==> config.mk <==
export PLATFORM = sky130hd
export DESIGN_NAME = argmax_unit
export DESIGN_NICKNAME = d
export VERILOG_FILES = /design/src/rtl/argmax_unit_pkg.sv /design/src/rtl/argmax_cmp.sv /design/src/rtl/argmax_unit.sv
export SDC_FILE = /design/constraint.sdc
export NUM_CORES = 1
export LEC_CHECK = 0
export BUFFER_PORTS_ARGS = -buffer_cell sky130_fd_sc_hd__buf_2
export CAP_MARGIN = 20
export CORE_MARGIN = 2
export CORE_UTILIZATION = 38
export DETAILED_ROUTE_END_ITERATION = 7
export GPL_TIMING_DRIVEN = 0
export SLEW_MARGIN = 40
export SYNTH_ARGS = -nofsm -noshare
export SYNTH_HDL_FRONTEND = slang
export SYNTH_SLANG_ARGS = --single-unit
==> constraint.sdc <==
create_clock -name clk -period 2.76 [get_ports clk]
set_input_delay 0.276 -clock clk [delete_from_list [all_inputs] [get_ports clk]]
set_output_delay 0.276 -clock clk [all_outputs]
set_load 0.005 [all_outputs]
==> src/rtl/argmax_unit_pkg.sv <==
// argmax_unit_pkg
//   Shared definitions for the argmax classifier slice: default sizing
//   parameters and the controller state enumeration. Imported by
//   argmax_cmp and argmax_unit.
package argmax_unit_pkg;

    // Default number of scores in one classification.
    localparam int ARGMAX_N_CLASSES = 10;

    // Default score width (two's-complement signed).
    localparam int ARGMAX_DATA_W    = 8;

    // Default index / beat-counter width; 2**ARGMAX_IDX_W >= ARGMAX_N_CLASSES.
    localparam int ARGMAX_IDX_W     = 4;

    // Controller states.
    //   IDLE : waiting for a start pulse
    //   SCAN : accepting scores, one per in_valid/in_ready handshake
    //   DONE : presenting the result until the consumer takes it
    typedef enum logic [1:0] {
        IDLE = 2'd0,
        SCAN = 2'd1,
        DONE = 2'd2
    } argmax_state_t;

endpackage : argmax_unit_pkg

==> src/rtl/argmax_cmp.sv <==
// argmax_cmp
//   Purely combinational signed compare-and-select for the argmax scan.
//   Decides whether the incoming score replaces the running maximum and
//   produces the selected (score, index) pair.
//
// Ports
//   first    in   1       incoming score is beat 0: always taken
//   in_data  in   DATA_W  incoming signed score
//   in_idx   in   IDX_W   class index of the incoming score
//   cur_max  in   DATA_W  running maximum score (signed)
//   cur_idx  in   IDX_W   class index of the running maximum
//   take     out  1       incoming score replaces the running maximum
//   sel_max  out  DATA_W  selected score
//   sel_idx  out  IDX_W   selected index
module argmax_cmp
    import argmax_unit_pkg::*;
#(
    parameter int DATA_W = ARGMAX_DATA_W,
    parameter int IDX_W  = ARGMAX_IDX_W
) (
    input  logic              first,
    input  logic [DATA_W-1:0] in_data,
    input  logic [IDX_W-1:0]  in_idx,
    input  logic [DATA_W-1:0] cur_max,
    input  logic [IDX_W-1:0]  cur_idx,
    output logic              take,
    output logic [DATA_W-1:0] sel_max,
    output logic [IDX_W-1:0]  sel_idx
);

    logic greater;

    // Strictly greater: an equal later score never displaces an earlier
    // one, so ties resolve to the lowest class index.
    always_comb begin
        greater = $signed(in_data) > $signed(cur_max);
        take    = first | greater;
        sel_max = take ? in_data : cur_max;
        sel_idx = take ? in_idx  : cur_idx;
    end

endmodule : argmax_cmp

==> src/rtl/argmax_unit.sv <==
// argmax_unit
//   Streams N_CLASSES signed scores (class order 0..N_CLASSES-1) after a
//   start pulse and reports the index and value of the largest one.
//   Ties resolve to the lowest index. The result appears one cycle after
//   the last accepted score and is held until the consumer handshakes.
//
// Ports
//   clk        in   1       clock, rising edge
//   rst_n      in   1       synchronous active-low reset
//   start      in   1       opens a new classification (honoured in IDLE only)
//   in_valid   in   1       in_data holds a valid score
//   in_ready   out  1       a score is accepted this cycle when in_valid is high
//   in_data    in   DATA_W  signed score
//   out_valid  out  1       result valid
//   out_ready  in   1       consumer accepts the result
//   out_idx    out  IDX_W   winning class index (registered)
//   out_max    out  DATA_W  winning score (registered)
//   busy       out  1       block is not IDLE
module argmax_unit
    import argmax_unit_pkg::*;
#(
    parameter int N_CLASSES = ARGMAX_N_CLASSES,
    parameter int DATA_W    = ARGMAX_DATA_W,
    parameter int IDX_W     = ARGMAX_IDX_W
) (
    input  logic              clk,
    input  logic              rst_n,
    input  logic              start,
    input  logic              in_valid,
    output logic              in_ready,
    input  logic [DATA_W-1:0] in_data,
    output logic              out_valid,
    input  logic              out_ready,
    output logic [IDX_W-1:0]  out_idx,
    output logic [DATA_W-1:0] out_max,
    output logic              busy
);

    // Index of the final beat; the counter stops here rather than wrapping.
    localparam logic [IDX_W-1:0] LAST_IDX = IDX_W'(N_CLASSES - 1);

    argmax_state_t     state;
    argmax_state_t     state_next;

    logic [IDX_W-1:0]  count;
    logic [IDX_W-1:0]  count_next;

    logic [DATA_W-1:0] max_reg;
    logic [IDX_W-1:0]  idx_reg;

    logic              beat_acc;
    logic              last_beat;
    logic              first_beat;

    logic              cmp_take;
    logic [DATA_W-1:0] cmp_max;
    logic [IDX_W-1:0]  cmp_idx;

    // ------------------------------------------------------------------
    // Compare-and-select against the running maximum
    // ------------------------------------------------------------------
    argmax_cmp #(
        .DATA_W (DATA_W),
        .IDX_W  (IDX_W)
    ) u_cmp (
        .first   (first_beat),
        .in_data (in_data),
        .in_idx  (count),
        .cur_max (max_reg),
        .cur_idx (idx_reg),
        .take    (cmp_take),
        .sel_max (cmp_max),
        .sel_idx (cmp_idx)
    );

    // ------------------------------------------------------------------
    // Handshake decode
    // ------------------------------------------------------------------
    always_comb begin
        in_ready   = (state == SCAN);
        out_valid  = (state == DONE);
        busy       = (state != IDLE);
        beat_acc   = in_ready & in_valid;
        first_beat = (count == '0);
        last_beat  = (count == LAST_IDX);
    end

    // ------------------------------------------------------------------
    // Controller: state register
    // ------------------------------------------------------------------
    always_ff @(posedge clk) begin
        if (!rst_n) begin
            state <= IDLE;
            count <= '0;
        end else begin
            state <= state_next;
            count <= count_next;
        end
    end

    // ------------------------------------------------------------------
    // Controller: next state and beat counter
    // start is only looked at in IDLE, so it cannot restart or abort a scan
    // or a pending result.
    // ------------------------------------------------------------------
    always_comb begin
        state_next = state;
        count_next = count;

        unique case (state)
            IDLE: begin
                if (start) begin
                    state_next = SCAN;
                    count_next = '0;
                end
            end

            SCAN: begin
                if (beat_acc) begin
                    if (last_beat) begin
                        state_next = DONE;
                    end else begin
                        count_next = count + IDX_W'(1);
                    end
                end
            end

            DONE: begin
                if (out_ready) begin
                    state_next = IDLE;
                end
            end

            default: begin
                state_next = IDLE;
                count_next = '0;
            end
        endcase
    end

    // ------------------------------------------------------------------
    // Result registers: updated only on accepted beats, so they hold
    // steady through DONE and drive the outputs directly.
    // ------------------------------------------------------------------
    always_ff @(posedge clk) begin
        if (!rst_n) begin
            max_reg <= '0;
            idx_reg <= '0;
        end else if (beat_acc && cmp_take) begin
            max_reg <= cmp_max;
            idx_reg <= cmp_idx;
        end
    end

    always_comb begin
        out_idx = idx_reg;
        out_max = max_reg;
    end

endmodule : argmax_unit

# After elaboration in Yosys (flattened, before gate mapping)
# Cells that the tools add are included.
word_totals:
  output_inout_bits: 15
  register_bits: 18
  wordCells: 33
  inputBits: 13
classes:
  bitwise_logic: 3
  n_mux: 9
  n_reduce_logical: 7
  magnitude_cmp: 1
  addsub: 1
  eq_ne: 8
ops:
  columns: ["operator", "n"]
  rows:
  - ["$mux W4", 3]
  - ["$pmux W4 S3", 1]
  - ["$gt A8 B8 Y1", 1]
  - ["$mux W2", 4]
  - ["$reduce_and A4 Y1", 2]
  - ["$ne A2 B1 Y1 const B", 3]
  - ["$pmux W2 S3", 1]
  - ["$add A4 B1 Y4 const B", 1]
  - ["$eq A4 B4 Y1 const B", 1]
  - ["$logic_not A4 Y1", 1]
  - ["$ne A2 B2 Y1 const B", 2]
  - ["$eq A2 B1 Y1 const B", 1]
  - ["$eq A2 B2 Y1 const B", 1]
  - ["$logic_not A2 Y1", 1]
  - ["$reduce_and A2 Y1", 1]
  - ["$reduce_bool A2 Y1", 1]
  - ["$and A1 B1 Y1", 1]
  - ["$logic_and A1 B1 Y1", 1]
  - ["$not A1 Y1", 1]
  - ["$or A1 B1 Y1", 1]

# Logic depth before layout (Yosys ltp)
depth:
  word_depth: 4
  ltp_mapped: 8
  depth_no_buf: 7

# By module
# Synthesis repeated with hierarchy kept, for this count alone.
unflattened:
  cells_unflattened: 139
  area_unflattened_um2: 1261.2
by_module_without_submodules:
  columns: ["module", "n_inst", "area_each_um2", "cells_per_inst", "seq_area_each_um2"]
  rows:
  - ["argmax_unit", 1, 869.6, 97, 360.3]
  - ["argmax_cmp", 1, 391.6, 42, 0.0]

# Worst setup path after synthesis
# OpenSTA, ideal clock, no wires.
synth_timing:
  kind: "reg-to-reg"
  startpoint: "register max_reg[7], in the netlist out_max[7]"
  endpoint: "register idx_reg[0], in the netlist out_idx[0]"
  synth_period_minus_slack_ps: 1830
  path_slack_ps: 930
  arrival_time_ps: 1759
  setup_time_ps: 72
  n_path_buf: 1
  path_stages_with_launch: 9
  required_time_ps: 2688
  cell_sequence: "dfxtp_1 > inv_1 > ha_1 > nand4_2 > a21oi_1 > a31o_2 > mux2i_4 > buf_6 > mux2i_1"
synth_between:
  elab_chain_len: 4
synth_lines:
  columns: ["item", "line_no", "text"]
  rows:
  - ["from (decl)", "argmax_unit.sv:48", "logic [DATA_W-1:0] max_reg;"]
  - ["from (signal assigned)", "argmax_unit.sv:150", "max_reg <= cmp_max;"]
  - ["$gt A8 B8 Y1 *", "argmax_cmp.sv:36", "greater = $signed(in_data) > $signed(cur_max);"]
  - ["$or A1 B1 Y1 *", "argmax_cmp.sv:37", "take = first | greater;"]
  - ["$logic_and A1 B1 Y1", "argmax_unit.sv:149", "end else if (beat_acc && cmp_take) begin"]
  - ["$reduce_and A2 Y1 (no source line) *", null, null]
  - ["to (signal assigned)", "argmax_unit.sv:151", "idx_reg <= cmp_idx;"]
  - ["to (decl)", "argmax_unit.sv:49", "logic [IDX_W-1:0] idx_reg;"]
# Mark *: on every way between the ends. The rest lies on a longest branch, timed or not.
# A chain may end at the register's enable or synchronous reset.

# Worst setup path in the final report
layout_timing:
  startpoint: "register max_reg[7], in the netlist out_max[7]"
  endpoint: "register max_reg[3], in the netlist out_max[3]"
layout_between:
  elab_chain_len: 4
layout_lines:
  columns: ["item", "line_no"]
  rows:
  - ["$gt A8 B8 Y1 *", "argmax_cmp.sv:36"]
  - ["$or A1 B1 Y1 *", "argmax_cmp.sv:37"]
  - ["$logic_and A1 B1 Y1", "argmax_unit.sv:149"]
  - ["$reduce_and A2 Y1 (no source line) *", null]
# Marked as above.

==> flow_summary_export.csv <==
group,metric,value,unit
logic_synthesis,synth_area_leaders,"dfxtp_1, ha_1, mux2i_1",
layout,layout.nets,181,
logic_synthesis,yosys_warnings,0,
cts,htree_levels,1,
floorplan,coreArea,2710,sq um
power,pwr-share-comb,0.226,
global_routing,grt_overflow,0,
route,wl_met3,80,um
placement,place_worst_setup_slack,752,ps
route,first_pass_iters,4,
cts,cts_hold_buf,0,
placement,gp_congestion,0.765,
route,vias_per_cell,4.76,
sta,setup_tns,0,ps
sta,worstMarginPinSlew,488,ps
sta,rsz0062_at_grt,"no",
cts,cts_tree,"yes",
power,power.switching,0.154,mW
cts,cts-root-buf,"clkbuf_4",
global_routing,grt_max_degree,11,
power,power.density,423,nW/um^2
layout,layout_commonest_cell,"nand2_1",
cts,clk_latency,290,ps
worst_setup_path,worstPathCellList,"inv_1 -> ha_1 -> nand4_2 -> a21oi_1 -> a31o_2 -> mux2i_4 -> buf_6 -> mux2i_1",
sta,finalSetupViolCount,0,
layout,area_delta_synth_final,17.9,%
logic_synthesis,synth_top_area_cell,"dfxtp_1",
power,power.leakage,0.625,nW
placement,dpl.hpwl,1.60,mm
logic_synthesis,synth_area,1070,sq um
global_routing,grt_antenna_before_repair,0,
sta,layout_setup_ws,768,ps
global_routing,track_usage,0.141,
layout,fin_cells,186,
route,dr.first_iter.drc_count,11,
logic_synthesis,synth_top_area_share,0.337,
placement,io_buffers,26,
layout,diodes,0,
logic_synthesis,yosysSeqAreaShare,0.337,
worst_setup_path,critPathMaxFanout,10,
worst_setup_path,critPathMaxStageDelay,350,ps
placement,placed_area,1240,sq um
layout,layout-drive-gt1-share,0.239,
hold_path,hold_path.class,"in -> reg",
cts,post-cts-setup-buffers,0,
status,status,"finished, final reports clean",
sta,fin_skew,5.08,ps
layout,fillers,275,
cts,cts_resized,0,
worst_setup_path,crit_buf_inv,2,
cts,numCtsBuffers,3,
route,num_vias,885,
global_routing,grt_pass1_vias,813,
logic_synthesis,netlist_instances,126,
worst_setup_path,crit_required,2990,ps
floorplan,rows,19,
power,swShare,0.289,
power,p_seq_frac,0.530,
job,cap_violations,0,
route,drcViolationCount,0,
route,wl_met2,879,um
cts,clk_pin_slew,100,ps
worst_setup_path,cp-end-kind,"flip-flop",
sta,finalHoldViolCount,0,
logic_synthesis,avgSynthCellArea,8.48,sq um
floorplan,start_util,0.394,
power,p_int,0.379,mW
cts,ctsLongestPathBuffers,2,
logic_synthesis,synth_fp_nets,150,
worst_setup_path,critPathKind,"reg -> reg",
worst_setup_path,crit_family,"multiplexers",
placement,dp.cells,183,
logic_synthesis,synth.distinct_cells,29,
power,clock_power_share,0.244,
floorplan,die_y,57.0,um
worst_setup_path,crit_arrival,2220,ps
power,peakVddDrop,0.290,mV
layout,multiInputGateArea,629,sq um
layout,layout_common_cells,"nand2_1, buf_2, dfxtp_1",
route,wl_per_cell,11.1,um
logic_synthesis,ys_ff_latch,18,
sta,slew_violations,0,
layout,seq_area,360,sq um
sta,fmax,502,MHz
route,wl,2.06,mm
worst_setup_path,start_kind,"flip-flop",
sta,period_needed,1990,ps
cts,clock-sinks,18,
layout,final_area,1260,sq um
floorplan,die_w,57.0,um
global_routing,grt_pass1_wl,3.55,mm
sta,fin_crit_sh,0.722,
floorplan,io_pins,28,
floorplan,die-area,3250,sq um
route,maxUsedRoutingLayer,"met4",
route,ant_nets,0,
route,wl_met1,1.05,mm
sta,relSlewSlack,0.675,
worst_setup_path,cp_slowest_cell,"dfxtp_1",
## power groups by stage
| stage | Clock, mW | Sequential, mW | Combinational (mW) |
|---|---|---|---|
| floorplan | 0 | 0.287 | 0.0853 |
| global placement | 0 | 0.287 | 0.120 |
| detailed placement | 0 | 0.288 | 0.122 |
| CTS | 0.136 | 0.282 | 0.122 |
| global route | 0.148 | 0.284 | 0.137 |
| finish | 0.130 | 0.282 | 0.120 |
## state kept, by name (all words and copies together), names as in the netlist
name / count
state: 2
count: 4
out_max: 8
out_idx: 4
## synthesized netlist by cell type
cell type / instances
nand2_1: 29
or2_2: 1
nand3_1: 1
nor3b_1: 2
a21boi_0: 1
o21ai_0: 1
dfxtp_1: 18
a21oi_1: 3
nand4_2: 1
and2b_1: 1
nor2_1: 7
clkbuf_1: 3
o221ai_1: 1
o22ai_1: 2
nand2b_1: 1
nand4_1: 1
buf_6: 1
a31o_2: 1
o32ai_1: 1
xnor2_1: 3
nand3b_1: 1
o211ai_1: 1
inv_1: 15
mux2i_4: 1
mux2i_1: 13
a21oi_2: 3
nor3_1: 1
and2_1: 1
ha_1: 11
## final timing paths
check             startpoint    endpoint  slack [ps]  cells past startpoint
setup / recovery  out_max[7]  out_max[3]         770                      8
hold / removal    in_data[0]  out_max[0]         220                      3
setup reg to reg  out_max[7]  out_max[3]         770                      8
hold reg to reg   out_idx[3]  out_idx[3]         460                      2
## per-layer routing
metal  vias to the layer above  global-route usage
li1                        474                   -
met1                       388               0.200
met4                         0              0.0797
met2                        19               0.200
met3                         4              0.0272
met5                         -                   0
## layout make-up
type,count,share of cell area
inverters,15,0.0447
plain buffers,4,0.0179
well taps,31,0.0308
repair buffers,26,0.103
flip-flops and latches,18,0.286
multi-input cells,89,0.500
clock buffers,3,0.0179
## through the flow
step                       util  power, mW  hold slack [ps]
after global placement    0.457      0.407              446
after global routing      0.465      0.569              226
after floorplan               -      0.373              415
final                     0.465      0.532              223
after CTS                 0.465      0.540              218
after detailed placement  0.457      0.410              452
## tightest hold or removal path, cell delays in order
cell and delay, ps:
buf_2 100, nand2_1 50, mux2i_1 50
## cells by family after synthesis
group,share of synthesized area
AND/OR/NAND/NOR,0.199
buffers and inverters,0.0738
AO/OA/AOI/OAI,0.0937
multiplexers,0.143
XOR/XNOR,0.0246
adder cells (fa/ha/maj),0.129
flip-flops,0.337
No activity file was read; power rests on OpenSTA's default activity.
